==> config.mk <==
export PLATFORM = sky130hd
export DESIGN_NAME = saboteur_fault_ctrl
export DESIGN_NICKNAME = d
export VERILOG_FILES = /design/src/rtl/saboteur_pkg.sv /design/src/rtl/sab_onehot_dec.sv /design/src/rtl/saboteur_fault_ctrl.sv
export SDC_FILE = /design/constraint.sdc
export NUM_CORES = 1
export LEC_CHECK = 0
export BUFFER_PORTS_ARGS = -buffer_cell sky130_fd_sc_hd__buf_4
export CAP_MARGIN = 0
export CORE_MARGIN = 5
export CORE_UTILIZATION = 40
export CTS_CLUSTER_DIAMETER = 100
export DETAILED_ROUTE_END_ITERATION = 12
export HOLD_SLACK_MARGIN = 0.15
export SYNTH_ARGS = -nofsm -noshare
export SYNTH_HDL_FRONTEND = slang
export SYNTH_SLANG_ARGS = --single-unit
==> constraint.sdc <==
create_clock -name i_clk -period 2.9 [get_ports i_clk]
set_input_delay 0.58 -clock i_clk [delete_from_list [all_inputs] [get_ports i_clk]]
set_output_delay 0.58 -clock i_clk [all_outputs]
set_load 0.02 [all_outputs]
==> src/rtl/saboteur_pkg.sv <==
// saboteur_pkg: fault-type codes, controller state encoding and bank size shared by the saboteur bank
package saboteur_pkg;

    localparam int N_SAB_DEF = 16;

    typedef enum logic [1:0] {
        FT_PASS = 2'b00,
        FT_SA0  = 2'b01,
        FT_SA1  = 2'b10,
        FT_FLIP = 2'b11
    } ftype_e;

    typedef enum logic [1:0] {
        ST_IDLE   = 2'b00,
        ST_WAIT   = 2'b01,
        ST_INJECT = 2'b10,
        ST_DONE   = 2'b11
    } state_e;

endpackage

==> src/rtl/sab_onehot_dec.sv <==
// sab_onehot_dec: registered index-to-one-hot decoder, all zeros when not enabled
module sab_onehot_dec #(
    parameter int N_SAB = 16,
    parameter int IDX_W = 4
) (
    input  logic             i_clk,
    input  logic             i_rst_n,
    input  logic             i_en,
    input  logic [IDX_W-1:0] i_idx,
    output logic [N_SAB-1:0] o_onehot
);

    always_ff @(posedge i_clk or negedge i_rst_n) begin
        if (!i_rst_n) o_onehot <= '0;
        else          o_onehot <= i_en ? (N_SAB'(1) << i_idx) : '0;
    end

endmodule

==> src/rtl/saboteur_fault_ctrl.sv <==
// saboteur_fault_ctrl: schedules one delayed, timed fault injection onto a saboteur bank
module saboteur_fault_ctrl
    import saboteur_pkg::*;
#(
    parameter int N_SAB = N_SAB_DEF,
    parameter int IDX_W = 4,
    parameter int CNT_W = 16
) (
    input  logic             i_clk,
    input  logic             i_rst_n,
    input  logic             i_start,
    input  logic             i_abort,
    input  logic [IDX_W-1:0] i_target,
    input  logic [1:0]       i_ftype,
    input  logic [CNT_W-1:0] i_delay,
    input  logic [CNT_W-1:0] i_duration,
    output logic [N_SAB-1:0] o_en,
    output logic [1:0]       o_ctrl,
    output logic             o_busy,
    output logic             o_active,
    output logic             o_done,
    output logic             o_err
);

    localparam logic [IDX_W:0]   N_LIM = (IDX_W+1)'(N_SAB);
    localparam logic [CNT_W-1:0] ONE   = CNT_W'(1);

    state_e           state, state_d;
    logic [CNT_W-1:0] cnt, cnt_d, dur_q;
    logic [IDX_W-1:0] target_q;
    logic [1:0]       ftype_q, ctrl_d;
    logic             accept, reject, inj_d, done_d;

    function automatic logic [CNT_W-1:0] dec_sat(input logic [CNT_W-1:0] v);
        return (v == '0) ? '0 : v - ONE;
    endfunction

    assign accept = state == ST_IDLE && i_start && ({1'b0, i_target} < N_LIM);
    assign reject = state == ST_IDLE && i_start && !accept;

    always_ff @(posedge i_clk or negedge i_rst_n) begin
        if (!i_rst_n) begin
            state    <= ST_IDLE;
            cnt      <= '0;
            dur_q    <= '0;
            target_q <= '0;
            ftype_q  <= FT_PASS;
        end else begin
            state <= state_d;
            cnt   <= cnt_d;
            if (accept) begin
                target_q <= i_target;
                ftype_q  <= i_ftype;
                dur_q    <= i_duration;
            end
        end
    end

    // cnt holds remaining cycles minus one for the current phase
    always_comb begin
        state_d = state;
        cnt_d   = cnt;
        if (i_abort && state != ST_IDLE) begin
            state_d = ST_IDLE;
            cnt_d   = '0;
        end else begin
            unique case (state)
                ST_IDLE: if (accept) begin
                    state_d = (i_delay == '0) ? ST_INJECT : ST_WAIT;
                    cnt_d   = (i_delay == '0) ? dec_sat(i_duration) : i_delay - ONE;
                end
                ST_WAIT: begin
                    state_d = (cnt == '0) ? ST_INJECT : ST_WAIT;
                    cnt_d   = (cnt == '0) ? dec_sat(dur_q) : cnt - ONE;
                end
                ST_INJECT: if (dur_q != '0) begin
                    state_d = (cnt == '0) ? ST_DONE : ST_INJECT;
                    cnt_d   = dec_sat(cnt);
                end
                default: state_d = ST_IDLE;
            endcase
        end
    end

    // saboteur-side outputs lag the state by one edge; abort suppresses them at once
    always_comb begin
        inj_d  = state == ST_INJECT && !i_abort;
        done_d = state == ST_DONE && !i_abort;
        ctrl_d = inj_d ? ftype_q : FT_PASS;
    end

    always_ff @(posedge i_clk or negedge i_rst_n) begin
        if (!i_rst_n) begin
            o_ctrl <= FT_PASS;
            o_done <= 1'b0;
            o_err  <= 1'b0;
        end else begin
            o_ctrl <= ctrl_d;
            o_done <= done_d;
            o_err  <= reject;
        end
    end

    sab_onehot_dec #(.N_SAB(N_SAB), .IDX_W(IDX_W)) u_dec (
        .i_clk    (i_clk),
        .i_rst_n  (i_rst_n),
        .i_en     (inj_d),
        .i_idx    (target_q),
        .o_onehot (o_en)
    );

    assign o_active = |o_en;
    assign o_busy   = state != ST_IDLE;

endmodule

Yosys cells after proc, flatten, opt, wreduce, memory -nomap -nowiden:

Index checks and enable logic that the tools add are counted.

* output and inout port bits: 22
* flip-flop bits (word level): 59

* add/sub/neg operators: 4
* shifts and indexed selects: 1
* eq/ne operators: 5
* reduce and logical (&&, ||, !) cells: 16
* muxes and demuxes: 18

Operator list (count)
* 16-bit 2-to-1 mux: 9
* 16-bit zero test: 4
* 16-bit by 1-bit subtractor with 16-bit output (second input constant): 4
* 16-bit one-hot mux with 3 select lines: 1
* 16-bit nonzero test: 1
* 16-bit OR reduction: 1
* 1-bit by 4-bit left shift with 16-bit output (first input constant): 1
* 2-bit 2-to-1 mux: 6
* 2-bit one-hot mux with 3 select lines: 1
* 2-bit == test (second input constant): 2
* 1-bit logical AND: 4
* 4-bit nonzero test: 1
* 3-bit by 2-bit != test with 1-bit output (second input constant): 1
* 3-bit != test (second input constant): 1
* 3-bit AND reduction: 1
* 2-bit by 1-bit == test with 1-bit output (second input constant): 1
* 2-bit zero test: 1
* 2-bit AND reduction: 1
* 2-bit nonzero test: 1
* 1-bit zero test: 1
* 1-bit 2-to-1 mux: 1

Longest topological paths before layout:

Gate-level depths: netlist (run 1).

* depth in word-level cells: 6
* mapped depth: 10
* mapped depth without buffers: 8

Cells and area by module:

A second synthesis (run 1) with hierarchy kept.

* cell total of the unflattened synthesis: 429
* area total of the unflattened synthesis: 3982.6 µm²

By module, submodules not included
* saboteur_fault_ctrl: seq. area each 1076.0 µm², cells each 390, area an instance 3464.6 µm², instances 1
* sab_onehot_dec: seq. area each 400.4 µm², cells each 39, area an instance 518.0 µm², instances 1

Worst setup path after synthesis (run 1):

No wires, ideal clock.

* path type: input port to flip-flop
* from: in i_delay[6]
* to: reg cnt[7]
* stages: 8
* path buffers: 2
* arrival time: 2.349 ns
* data required time: 2.779 ns
* path slack: 0.430 ns
* library setup time: 0.121 ns
* path through: buf_2 > or4_1 > nor4_4 > buf_6 > a21oi_2 > a211oi_2 > o21bai_1 > a22o_1

* word-level cells in the longest chain between the ends: 5
* elaborated cells on any way between the ends: 6
* those cells by class: add/sub: 1; mux: 4; reduce/logical: 1

Ends and longest elaborated chain
* from (decl): line saboteur_fault_ctrl.sv:15 `input logic [CNT_W-1:0] i_delay,`
* 16-bit by 1-bit subtractor with 16-bit output / 16-bit zero test (equally long branches): line saboteur_fault_ctrl.sv:70 `cnt_d = (i_delay == '0) ? dec_sat(i_duration) : i_delay - ONE;`
* 16-bit 2-to-1 mux *: line saboteur_fault_ctrl.sv:70
* 16-bit 2-to-1 mux *: line saboteur_fault_ctrl.sv:68 `ST_IDLE: if (accept) begin`
* 16-bit one-hot mux with 3 select lines *: line saboteur_fault_ctrl.sv:67 `unique case (state)`
* 16-bit 2-to-1 mux *: line saboteur_fault_ctrl.sv:63 `if (i_abort && state != ST_IDLE) begin`
* to (signal assigned): line saboteur_fault_ctrl.sv:50 `cnt <= cnt_d;`
* to (decl): line saboteur_fault_ctrl.sv:29 `logic [CNT_W-1:0] cnt, cnt_d, dur_q;`

Every way passes the cells marked *; elsewhere a longest branch is shown, timed or not. The select of a mux whose other input is x is not followed.
A chain may end at the register's enable or synchronous reset.

Final worst setup path (run 1):

* from: reg cnt[0]
* to: reg cnt[15]

* word-level cells in the longest chain between the ends: 5
* elaborated cells on any way between the ends: 7
* those cells by class: add/sub: 1; mux: 5; reduce/logical: 1

Ends and longest elaborated chain
* 16-bit by 1-bit subtractor with 16-bit output / 16-bit zero test (equally long branches): line saboteur_fault_ctrl.sv:35, saboteur_fault_ctrl.sv:74
* 16-bit 2-to-1 mux: line saboteur_fault_ctrl.sv:35 `return (v == '0) ? '0 : v - ONE;`
* 16-bit 2-to-1 mux: line saboteur_fault_ctrl.sv:76 `ST_INJECT: if (dur_q != '0) begin`
* 16-bit one-hot mux with 3 select lines *: line saboteur_fault_ctrl.sv:67
* 16-bit 2-to-1 mux *: line saboteur_fault_ctrl.sv:63

Marks and branches as above.

==> results of run 1 <==
flip-flops by register name, indices dropped and copies added (netlist names):
register	count
o_ctrl	2
o_done	1
dur_q	16
u_dec.o_onehot	16
cnt	16
state	2
ftype_q	2
target_q	4
power by group through the flow:
| stage | Combinational [mW] | Sequential [mW] | Clock [mW] |
|---|---|---|---|
| after global placement | 1.70 | 1.45 | 0 |
| final | 1.74 | 1.46 | 0.944 |
| after global routing | 1.92 | 1.52 | 0.996 |
| after CTS | 1.73 | 1.45 | 0.963 |
| after floorplan | 1.33 | 1.31 | 0 |
| after detailed placement | 1.72 | 1.46 | 0 |
critical path, delay by kind of cell, from the launching register on:
kind                       cells  cell delay (ps)
buffers and inverters          1               90
adders and majority gates      1              220
AOI/OAI and AO/OA              4             1360
and+or+nand+nor                2              410
DFF                            1              440
logic make-up after synthesis:
family,after synthesis
xor gates and xnor gates,33
adders and majority gates,12
buffers and inverters,34
AOI/OAI and AO/OA,102
muxes,23
other,1
DFF,59
and+or+nand+nor,188
placed cells by master (no fill, tap or decap), drive strengths merged, types with 3 or more instances in the layout:
master and count:
nand2b 6, a32o 9, nor2b 4, nand3b 4
nand3 11, o221ai 7, mux2i 3, clkbuf 10
nor4 21, inv 16, a211o 4, o41ai 4
o31a 4, nand2 38, ha 12, xor2 17
a21o 4, o211ai 7, dfrtp 59, a211oi 3
nor3 31, nand4b 3, nand4 8, o21ai 22
clkinv 3, bufinv 3, nor2 37, mux2 20
or4 10, o31ai 5, or3 6, xnor2 16
a21oi 20, buf 79, and2 3
per-layer routing:
layer  share of wire  vias to the layer above  GRT usage
li1                -                     1838          -
met4           0.028                        0     0.0779
met3           0.054                       26     0.0348
met1            0.44                     1842      0.256
met2            0.48                      119      0.310
met5               0                        -          0
worst paths after layout:
check | startpoint | endpoint | depth (start not counted)
hold / removal | i_rst_n | dur_q[3] | 1
min in group i_clk | i_abort | o_done | 2
setup reg to reg | cnt[0] | cnt[15] | 8
max in group asynchronous | i_rst_n | cnt[12] | 1
hold reg to reg | ftype_q[1] | o_ctrl[1] | 1
setup / recovery | cnt[0] | cnt[15] | 8
final cells by class:
| class | count | area [µm²] |
|---|---|---|
| timing repair buffer | 79 | 593 |
| clock inverter | 6 | 113 |
| multi-input combinational | 359 | 2490 |
| fill | 996 | 5140 |
| tap | 136 | 170 |
| clock buffer | 10 | 138 |
| sequential | 59 | 1480 |
| inverter | 16 | 60.1 |
==> flow_metrics.env, run 1 <==
export IMPL_power_density_mw_per_mm2=822
export IMPL_cts_tree="done"
export IMPL_yosys_area_top_type="dfrtp_1"
export IMPL_peakVddDrop_mv=0.419
export IMPL_core_area_mm2=0.0102
export IMPL_cp_start_kind="flip-flop"
export IMPL_status="complete, no violations"
export IMPL_syn_to_final_growth_pct=22.2
export IMPL_numCtsBuffers=9
export IMPL_io_pins=64
export IMPL_syn_inst=452
export IMPL_synth_top_family_by_area="simple AND/OR/NAND/NOR gates"
export IMPL_synth_xor_area_share=0.0700
export IMPL_drt_first_pass_iters=5
export IMPL_vias=3825
export IMPL_antenna_found_initial=0
export IMPL_routed_via_density=5.75
export IMPL_setup_ws_ps=286
export IMPL_p_comb_frac=0.420
export IMPL_p_int_mw=2.44
export IMPL_synthTopCellsByCount="dfrtp_1 (59), nand2_1 (38), nor2_1 (37), nor3_1 (31), mux2_2 (20)"
export IMPL_synth_seq_area_share=0.358
export IMPL_die_x_um=112
export IMPL_yosysTopAreaCellShare=0.358
export IMPL_netlist_area_mm2=0.00413
export IMPL_report_final_slew_viol_count=0
export IMPL_cts_buffer_depth=2
export IMPL_layout_drive_gt1_share=0.250
export IMPL_grt_pass1_wl_um=19300
export IMPL_drt_wl_total_um=11900
export IMPL_fin_cells=665
export IMPL_synth_simple_area_share=0.253
export IMPL_synth_edf_count=0
export IMPL_synth_most_common_cell="dfrtp_1"
export IMPL_holdWs_ps=279
export IMPL_portBuffers=62
export IMPL_grt_use_total=0.193
export IMPL_maxCapViolCount=0
export IMPL_tightestPinTransition_ps=777
export IMPL_hpwl_um=9260
export IMPL_yosysUniqueCellTypes=61
export IMPL_r2r_slack_ps=290
export IMPL_cp_slowest_stage_delay_ps=660
export IMPL_path_class="reg -> reg"
export IMPL_grt_max_degree=60
export IMPL_rsz0062_at_grt="false"
export IMPL_hp_class="in -> async"
export IMPL_fp_dieH_um=112
export IMPL_critPathSlowestCell="a21oi_1"
export IMPL_p_total_mw=4.15
export IMPL_required_ps=3140
export IMPL_root_buffer="clkbuf_8"
export IMPL_hold_buffers=0
export IMPL_syn_area_per_cell_um2=9.13
export IMPL_endpoint_kind="flip-flop"
export IMPL_setup_tns_final_ps=0
export IMPL_final_antenna_net_count=0
export IMPL_start_util=0.405
export IMPL_drcViolationCount=0
export IMPL_nets=578
export IMPL_p_sw_frac=0.411
export IMPL_cp_arrival_ps=2850
export IMPL_clkTransAtPathRegs_ps=70
export IMPL_diodes=0
export IMPL_synthFlopType="dfrtp_1"
export IMPL_synth_mux_area_fraction=0.0618
export IMPL_routabilityCongestion=0.936
export IMPL_synth_adder_area_share=0.0364
export IMPL_cts_resized_gates=0
export IMPL_finalCritPeriodShare=0.901
export IMPL_synth_compound_area_frac=0.182
export IMPL_finalHoldViolations=0
export IMPL_synthArstFlopShare=1.00
export IMPL_clockPowerShare=0.228
export IMPL_ys_seq_elements=59
export IMPL_cp_max_fo=8
export IMPL_seqPwrFrac=0.352
export IMPL_cts_sinks=59
export IMPL_die_area_mm2=0.0125
export IMPL_post_route_util=0.495
export IMPL_cellLeakagePower_nw=2.07
export IMPL_postCtsSetupBuffers=0
export IMPL_grt_overflow=0
export IMPL_switchingPower_mw=1.70
export IMPL_clk_insertion_delay_late_ps=350
export IMPL_crit_chain="inv_1, ha_1, nor2b_1, and3_1, a21oi_1, o21ai_0, o211a_1, o41ai_1"
export IMPL_fmax_mhz=383
export IMPL_place_ws_ps=194
export IMPL_placed_cells=649
export IMPL_place_area_mm2=0.00479
export IMPL_fin_skew_ps=7.84
export IMPL_syn_nets=506
export IMPL_grt_pass1_vias=3751
export IMPL_synth_top_cells_by_area="dfrtp_1 (36%), mux2_2 (5.5%), nor3_1 (3.8%)"
export IMPL_setup_viol_count_final=0
export IMPL_fin_area_mm2=0.00504
export IMPL_period_minus_slack_ps=2610
export IMPL_timing_slew_headroom=0.482
export IMPL_yosysWarnings=0
export IMPL_wl_per_cell_um=17.8
export IMPL_drtIter0Drc=280
export IMPL_rows=37
export IMPL_htreeDepth=3
(Power assumes the default switching activity.)
==> run 2: changes to the inputs <==
==> constraint.sdc (replaced) <==
create_clock -name i_clk -period 2.3 [get_ports i_clk]
set_input_delay 0.46 -clock i_clk [delete_from_list [all_inputs] [get_ports i_clk]]
set_output_delay 0.46 -clock i_clk [all_outputs]
set_load 0.02 [all_outputs]
==> flow_metrics.env, run 2 (same netlist as run 1, synthesis figures left out) <==
export IMPL_status="complete, but fails checks"
export IMPL_failed_checks="negative setup slack"
export IMPL_cp_max_fo=4
export IMPL_clk_insertion_delay_late_ps=340
export IMPL_cp_start_kind="flip-flop"
export IMPL_fp_dieH_um=112
export IMPL_die_x_um=112
export IMPL_cellLeakagePower_nw=2.40
export IMPL_htreeDepth=3
export IMPL_syn_to_final_growth_pct=35.8
export IMPL_finalHoldViolations=0
export IMPL_post_route_util=0.550
export IMPL_wl_per_cell_um=17.5
export IMPL_fin_skew_ps=5.98
export IMPL_rsz0062_at_grt="true"
export IMPL_cts_tree="done"
export IMPL_cts_sinks=59
export IMPL_rows=37
export IMPL_required_ps=2580
export IMPL_clkTransAtPathRegs_ps=70
export IMPL_start_util=0.405
export IMPL_endpoint_kind="flip-flop"
export IMPL_die_area_mm2=0.0125
export IMPL_layout_common_cells="buf_4 (133), dfrtp_1 (59), nor2_1 (37)"
export IMPL_peakVddDrop_mv=0.691
export IMPL_cp_arrival_ps=2600
export IMPL_drcViolationCount=0
export IMPL_grt_use_total=0.206
export IMPL_setup_ws_ps=-13.5
export IMPL_path_class="reg -> reg"
export IMPL_nets=638
export IMPL_power_density_mw_per_mm2=1050
export IMPL_io_pins=64
export IMPL_period_minus_slack_ps=2310
export IMPL_crit_chain="or4_4, or3_4, or3_4, a21oi_4, buf_12, o21bai_1, a22o_1"
export IMPL_hp_class="in -> async"
export IMPL_drtIter0Drc=249
export IMPL_setup_viol_count_final=3
export IMPL_routabilityCongestion=0.952
export IMPL_cts_buffer_depth=2
export IMPL_root_buffer="clkbuf_8"
export IMPL_grt_overflow=0
export IMPL_hpwl_um=9850
export IMPL_portBuffers=62
export IMPL_maxCapViolCount=0
export IMPL_cpMostUsedCell="or3_4"
export IMPL_layout_drive_gt1_share=0.344
export IMPL_report_final_slew_viol_count=0
export IMPL_fmax_mhz=432
export IMPL_drt_wl_total_um=12700
export IMPL_timing_slew_headroom=0.496
export IMPL_final_antenna_net_count=0
export IMPL_cp_slowest_stage_delay_ps=520
export IMPL_numCtsBuffers=9
export IMPL_final_common_cell="buf_4"
export IMPL_drt_first_pass_iters=6
export IMPL_antenna_found_initial=0
export IMPL_diodes=0
export IMPL_routed_via_density=5.69
export IMPL_vias=4117
export IMPL_grt_pass1_wl_um=20700
export IMPL_finalCritPeriodShare=1.01
export IMPL_grt_max_degree=60
export IMPL_reg_top3="cnt x16, dur_q x16, u_dec.o_onehot x16"
export IMPL_core_area_mm2=0.0102
export IMPL_tightestPinTransition_ps=756
export IMPL_place_ws_ps=-196
export IMPL_holdWs_ps=185
export IMPL_grt_pass1_vias=4024
export IMPL_critPathSlowestCell="or4_4"
## run 2: power breakdown
part | internal (mW) | switching [mW] | leakage (nW)
clock | 0.773 | 0.421 | 0.122
sequential | 1.36 | 0.358 | 0.754
combinational | 1.40 | 1.54 | 1.52
total | 3.54 | 2.32 | 2.40
## run 2: final timing paths
| kind | startpoint | endpoint | slack, ps | cells past startpoint |
|---|---|---|---|---|
| max reg2reg | dur_q[13] | cnt[7] | -10 | 7 |
| min in group i_clk | i_abort | o_done | 320 | 2 |
| min | i_rst_n | o_ctrl[1] | 180 | 1 |
| min reg2reg | ftype_q[1] | o_ctrl[1] | 480 | 1 |
| max | dur_q[13] | cnt[7] | -10 | 7 |
| max in group asynchronous | i_rst_n | cnt[14] | 1620 | 1 |
## run 2: repair_timing
item / 4_1_cts / 5_1_grt
endpoints found under the setup margin: 8 / 11
setup buffers: 0 / 3
pin swaps: 1 / 3
resized for setup: 1 / 15
gates cloned: 0 / 0
hold buffers: 0 / 0
## run 2: routing by layer
metal / vias to the layer above / wire [µm] / global-route usage
met5: - / 0 / 0
met4: 0 / 344 / 0.0673
met3: 30 / 793 / 0.0370
met2: 159 / 6010 / 0.332
met1: 1964 / 5550 / 0.281
li1: 1964 / - / -
## run 2: layout make-up
| cell class | instances | area [µm²] |
|---|---|---|
| inverters | 16 | 60.1 |
| flip-flops and latches | 59 | 1480 |
| clock buffers | 11 | 151 |
| multi-input cells | 359 | 2550 |
| fillers | 913 | 4580 |
| clock inverters | 4 | 97.6 |
| repair buffers | 139 | 1100 |
| well taps | 136 | 170 |
## run 2: per-stage QoR
stage,TNS (ps),area [µm²],cells,power (mW)
after floorplan,0,4140,452,3.33
after CTS,-3.32,5520,721,5.72
final,-26.9,5610,724,5.87
after global routing,-478,5610,724,6.23
after global placement,-1750,5270,706,4.42
after detailed placement,-2100,5270,706,4.48
## run 2: critical path, delay by kind of cell, from the launching register on
kind / cells / cell delay [ps]
buf+inv: 1 / 140
flops: 1 / 400
compound gates: 3 / 450
simple gates: 3 / 1270
